### config.mk
export PLATFORM = sky130hd
export DESIGN_NAME = passcode_entry
export DESIGN_NICKNAME = d
export VERILOG_FILES = /design/src/rtl/passcoder_pkg.sv /design/src/rtl/entry_timeout.sv /design/src/rtl/passcode_entry.sv
export SDC_FILE = /design/constraint.sdc
export NUM_CORES = 1
export LEC_CHECK = 0
export CORE_ASPECT_RATIO = 0.75
export CORE_UTILIZATION = 53
export DETAILED_ROUTE_END_ITERATION = 16
export PLACE_DENSITY_LB_ADDON = 0.08
export SYNTH_ARGS = -nofsm -noshare
export SYNTH_HDL_FRONTEND = slang
export SYNTH_HIERARCHICAL = 1
export SYNTH_SLANG_ARGS = --single-unit
### constraint.sdc
create_clock -name clk -period 4 [get_ports clk]
set_clock_uncertainty 0.1 [all_clocks]
set_input_delay 1.2 -clock clk [delete_from_list [all_inputs] [get_ports clk]]
set_output_delay 1.2 -clock clk [all_outputs]
set_load 0.1 [all_outputs]
### src/rtl/passcoder_pkg.sv
// Shared passcode constants and entry FSM state type; also used by the keypad scanner
// and the lock controller.
package passcoder_pkg;

  localparam logic [3:0] KEY_DEL = 4'hA;
  localparam logic [3:0] KEY_CLR = 4'hB;
  localparam logic [3:0] KEY_ENT = 4'hE;

  localparam int unsigned DIGITS = 4;

  typedef enum logic [1:0] {
    StIdle,
    StEntry,
    StFull,
    StDone
  } entry_state_e;

endpackage

### src/rtl/entry_timeout.sv
// Inactivity counter: counts enabled cycles, restarts on kick, pulses expire combinationally
// on the last cycle of the period. TIMEOUT_CYCLES == 0 disables it.
module entry_timeout #(
  parameter int unsigned TIMEOUT_CYCLES = 100_000_000
) (
  input  logic clk,
  input  logic rst_n,
  input  logic enable,
  input  logic kick,
  output logic expire
);

  localparam int unsigned CntW = (TIMEOUT_CYCLES > 0) ? $clog2(TIMEOUT_CYCLES + 1) : 1;
  localparam logic [CntW-1:0] Last = (TIMEOUT_CYCLES > 0) ? CntW'(TIMEOUT_CYCLES - 1) : '0;

  logic [CntW-1:0] cnt_q, cnt_d;

  always_comb begin
    expire = 1'b0;
    cnt_d  = cnt_q;
    if (kick || !enable || (TIMEOUT_CYCLES == 0)) begin
      cnt_d = '0;
    end else if (cnt_q == Last) begin
      expire = 1'b1;
      cnt_d  = '0;
    end else begin
      cnt_d = cnt_q + 1'b1;
    end
  end

  always_ff @(posedge clk or negedge rst_n) begin
    if (!rst_n) begin
      cnt_q <= '0;
    end else begin
      cnt_q <= cnt_d;
    end
  end

endmodule

### src/rtl/passcode_entry.sv
// Passcode entry buffer: collects up to four BCD keys, handles delete/clear/enter and
// inactivity timeout, and presents the digits plus one-cycle status pulses.
module passcode_entry
  import passcoder_pkg::*;
#(
  parameter int unsigned TIMEOUT_CYCLES = 100_000_000,
  parameter int unsigned DIGIT_MAX      = 9
) (
  input  logic       clk,
  input  logic       rst_n,
  input  logic       key_valid,
  input  logic [3:0] key_code,
  output logic [3:0] digit1,
  output logic [3:0] digit2,
  output logic [3:0] digit3,
  output logic [3:0] digit4,
  output logic [2:0] count,
  output logic       frame_valid,
  output logic       short_err,
  output logic       ovf_err,
  output logic       timeout
);

  localparam logic [3:0] DigitMax = 4'(DIGIT_MAX);

  entry_state_e              state_q, state_d;
  logic [DIGITS-1:0][3:0]    dig_q, dig_d;
  logic [2:0]                count_q, count_d;
  logic                      fv_q, fv_d, se_q, se_d, ovf_q, ovf_d, to_q, to_d;
  logic                      idle_en, expire;
  logic [1:0]                wr_slot, del_slot;

  assign idle_en  = (state_q == StEntry) || (state_q == StFull);
  assign wr_slot  = count_q[1:0];
  assign del_slot = 2'(count_q - 3'd1);

  entry_timeout #(
    .TIMEOUT_CYCLES(TIMEOUT_CYCLES)
  ) u_timeout (
    .clk   (clk),
    .rst_n (rst_n),
    .enable(idle_en),
    .kick  (key_valid),
    .expire(expire)
  );

  always_comb begin
    state_d = state_q;
    dig_d   = dig_q;
    count_d = count_q;
    fv_d    = 1'b0;
    se_d    = 1'b0;
    ovf_d   = 1'b0;
    to_d    = 1'b0;
    if (key_valid) begin
      // Edit keys decode first so a widened DIGIT_MAX can never shadow them.
      if (key_code == KEY_CLR) begin
        dig_d   = '0;
        count_d = 3'd0;
        state_d = StIdle;
      end else if (key_code == KEY_DEL) begin
        if (idle_en) begin
          dig_d[del_slot] = 4'd0;
          count_d         = count_q - 3'd1;
          state_d         = (count_q == 3'd1) ? StIdle : StEntry;
        end
      end else if (key_code == KEY_ENT) begin
        unique case (state_q)
          StFull: begin
            fv_d    = 1'b1;
            state_d = StDone;
          end
          StIdle, StEntry: se_d = 1'b1;
          StDone: ;
          default: ;
        endcase
      end else if (key_code <= DigitMax) begin
        unique case (state_q)
          StIdle, StEntry: begin
            dig_d[wr_slot] = key_code;
            count_d        = count_q + 3'd1;
            state_d        = (count_q == 3'd3) ? StFull : StEntry;
          end
          StFull: ovf_d = 1'b1;
          StDone: begin
            dig_d    = '0;
            dig_d[0] = key_code;
            count_d  = 3'd1;
            state_d  = StEntry;
          end
          default: ;
        endcase
      end
    end else if (expire) begin
      dig_d   = '0;
      count_d = 3'd0;
      state_d = StIdle;
      to_d    = 1'b1;
    end
  end

  always_ff @(posedge clk or negedge rst_n) begin
    if (!rst_n) begin
      state_q <= StIdle;
      dig_q   <= '0;
      count_q <= 3'd0;
      fv_q    <= 1'b0;
      se_q    <= 1'b0;
      ovf_q   <= 1'b0;
      to_q    <= 1'b0;
    end else begin
      state_q <= state_d;
      dig_q   <= dig_d;
      count_q <= count_d;
      fv_q    <= fv_d;
      se_q    <= se_d;
      ovf_q   <= ovf_d;
      to_q    <= to_d;
    end
  end

  assign digit1      = dig_q[0];
  assign digit2      = dig_q[1];
  assign digit3      = dig_q[2];
  assign digit4      = dig_q[3];
  assign count       = count_q;
  assign frame_valid = fv_q;
  assign short_err   = se_q;
  assign ovf_err     = ovf_q;
  assign timeout     = to_q;

endmodule
==> impl_metrics.py <==
metrics = {
    "cts": {
        "post_cts.resized_instances": 0,
        "clockBufferDepth": 2,
        "htree_num_levels": 2,
        "number_of_cts_inserted_buffers": 5,
        "clkSinkCount": 52,
        "cts_tree": "done",
        "clk_transition_reported_paths_ns": 0.10,
        "clk-insertion-delay-late_ns": 0.31,
        "ctsHoldBuffers": 0,
        "postCtsSetupRepairBufs": 0,
        "cts_root_buffer": "clkbuf_8",
    },
    "setup_path": {
        "required_arrival_time_at_the_worst_endpoint_ns": 4.15,
        "critical_path_arrival_ns": 3.27,
        "delay_of_the_slowest_critical_path_stage_ns": 0.67,
        "worst-path-max-fanout": 10,
        "r2r_slack_ns": 1.16,
        "critPathTopFamily": "simple AND/OR/NAND/NOR gates",
        "number_of_logic_stages_on_the_critical_path_including_buffering": 5,
        "critPathLaunchType": "primary input",
        "timing.critical_path.cells": "clkdlybuf4s50_1, nand3b_1, nand2_2, nor3_1, a22o_1",
        "wp_buf_inv": 1,
        "endpoint_kind": "flop",
        "crit_type": "in2reg",
        "critical-path-slowest-cell": "clkdlybuf4s50_1",
        "worstRegToRegCells": 8,
    },
    "final_layout": {
        "stdcell_count": 391,
        "finish.net_count": 336,
        "fill_cells": 462,
        "antenna_cells_inserted": 0,
        "syn_to_final_growth_pct": 12.4,
        "drive_gt1_share_pct": 15.5,
        "final_util_pct": 62.0,
    },
    "timing": {
        "setup_viol": 0,
        "layout_min_cycle_time_ns": 3.12,
        "max_slew_margin_pct": 30.4,
        "worst_pin_slew_ns": 1.04,
        "timing.final.max_slew_violations": 0,
        "max_clock_freq_mhz": 320,
        "rsz_0062_raised_after_global_routing": "false",
        "final.period_utilization_pct": 78.1,
        "timing_hold_violations_final": 0,
        "timing.setup.tns_ns": 0,
    },
    "routing": {
        "drtPass1Iterations": 5,
        "route.detailed.vias_per_inst": 6.02,
        "drc": 0,
        "dr_total_vias": 2354,
        "drt-initial-drc-count": 179,
        "route.antenna.remaining_nets": 0,
        "totalWireLength_um": 6510,
        "avgRoutedWirePerCell_um": 16.6,
    },
    "floorplan": {
        "floorplan.die_area_um2": 5910,
        "initial_utilization_pct": 55.2,
        "design.core.area_um2": 5380,
        "floorplan.rows": 23,
        "floorplan.die.height_um": 66.8,
        "pin_count": 30,
        "dieWidth_um": 88.4,
    },
    "pwr": {
        "power-per-cell-area_nw_per_um2": 462,
        "leakagePower_uw": 0.00145,
        "maximum_vdd_ir_drop_v": 0.000411,
    },
    "yosys": {
        "ys.flop_type": "dfrtp_1",
        "post_synth.cell_area_avg_um2": 10.4,
        "synth-async-reset-ratio_pct": 100,
        "synth-edff-count": 0,
        "synth.ff_latch_count": 52,
        "yosysSeqAreaShare_pct": 43.8,
        "post_synth_inst_count": 286,
        "ys_warn_count": 6,
        "syn-num-nets": 307,
        "netlist-cell-type-count": 52,
        "post_synth_instance_area_um2": 2970,
    },
    "global_route": {
        "antenna_found_initial": 0,
        "grt_start_max_net_pins": 37,
        "first_global_vias": 2024,
        "global_route.overflow_total": 0,
        "grt_usage_pct": 23.8,
        "grt_first_pass_wirelength_um": 10300,
    },
    "run": {
        "max_cap_violations": 0,
    },
    "place": {
        "detailedPlacementHpwl_um": 4770,
        "post-place-cells": 383,
        "port-buffer-count": 29,
        "routability_driven_placement_congestion_ratio": 0.847,
    },
    "min_path": {
        "min_delay_path_depth": 1,
        "holdCritPathClass": "reg2reg",
    },
    "status": {
        "outcome": "complete, no violations",
    },
}
## state kept, by name, summed over array words and instances (netlist names)
signal           count
count                3
digit1               4
digit2               4
digit3               4
digit4               4
frame_valid          1
ovf_err              1
short_err            1
state_q              2
timeout              1
u_timeout/cnt_q     27
## layout make-up
| type | instances | area [um^2] | area share [%] |
|---|---|---|---|
| Inverter | 11 | 41.3 | 1.24 |
| Multi-Input combinational cell | 211 | 1530 | 46.0 |
| Clock inverter | 3 | 23.8 | 0.712 |
| Timing Repair Buffer | 34 | 275 | 8.25 |
| Tap cell | 75 | 93.8 | 2.81 |
| Sequential cell | 52 | 1300 | 39.0 |
| Clock buffer | 5 | 68.8 | 2.06 |
## placed cells by master, fill, tap and decap left out, drive strengths merged, types with 3 or more instances in the layout
cell / n
dfrtp: 52
buf: 25
nand2: 19
nor2: 18
nand3: 18
a21oi: 15
ha: 14
o21ai: 12
inv: 11
o31ai: 11
nand4: 10
a22o: 9
clkdlybuf4s50: 9
or4: 9
xor2: 9
and2: 7
a32o: 7
clkbuf: 5
and4: 5
and3: 4
or3: 4
nor2b: 3
and2b: 3
nand2b: 3
nor3b: 3
mux2i: 3
xnor2: 3
## cell usage after synthesis (all sizes together), types with 2 or more instances
cell type  count  area share [%]
xnor2          3            0.89
o221ai         2             1.0
nand4         10             3.0
nand3         18             3.0
nor2b          3            0.63
or3            4            0.84
nor3b          3            0.76
nor4           2            0.42
nor2          18             2.3
nand2         19             2.7
buf           11             3.0
dfrtp         52              44
or4            9             2.3
mux2i          3             1.0
ha            14             5.9
o31ai         11             3.2
and2           7             1.5
a21oi         15             2.5
o21a           2            0.51
a32o           7             2.4
nor3           2            0.34
a22o           9             2.7
and2b          3            0.76
and4           5             1.6
inv           11             1.4
and3           4            0.84
xor2           9             2.7
o21ai         12             2.1
nand2b         3            0.63
## worst register-to-register path, delay by kind of cell, from the launching register on
family                     cells  cell delay [ns]
and+or+nand+nor                6             1.75
DFF                            1             0.41
adders and majority gates      1             0.23
AOI/OAI and AO/OA              1             0.24
## per-stage QoR
step / instance area (um^2) / total power, uW / hold WS [ns] / setup slack (ns)
after floorplan: 2970 / 1100 / 0.350 / 1.25
after global placement: 3250 / 1240 / 0.379 / 0.612
after detailed placement: 3250 / 1240 / 0.386 / 0.565
after CTS: 3340 / 1550 / 0.409 / 0.907
after global routing: 3340 / 1610 / 0.422 / 0.751
final: 3340 / 1540 / 0.405 / 0.877
## kinds of logic after synthesis
logic type	after synthesis	share of synthesized area, %
XOR/XNOR	12	3.54
flip-flops	52	43.8
AO/OA/AOI/OAI	66	17.6
AND/OR/NAND/NOR	115	23.1
adder cells (fa/ha/maj)	14	5.90
multiplexers	4	1.52
buffers and inverters	23	4.51
## final timing paths
kind	start	end
worst min-delay path	u_timeout/cnt_q[0]	u_timeout/cnt_q[0]
max in group asynchronous	rst_n	u_timeout/cnt_q[24]
worst min register to register	u_timeout/cnt_q[0]	u_timeout/cnt_q[0]
worst max-delay path	key_code[1]	digit2[2]
min in group asynchronous	rst_n	short_err
worst max register to register	u_timeout/cnt_q[0]	digit2[2]
## per-layer routing
metal	vias to the layer above	GRT usage [%]	part of all wire [%]
met2	89	30.8	39
li1	1121	-	-
met1	1140	38.3	53
met5	-	0	0
met3	4	5.45	7.6
met4	0	6.25	0.77
## power breakdown
part	total, uW	internal (uW)	switching, uW
Sequential	612	569	43.3
Clock	306	124	182
Combinational	623	160	464
Total	1540	853	689
Note: power is estimated with default switching activity, not from simulation.
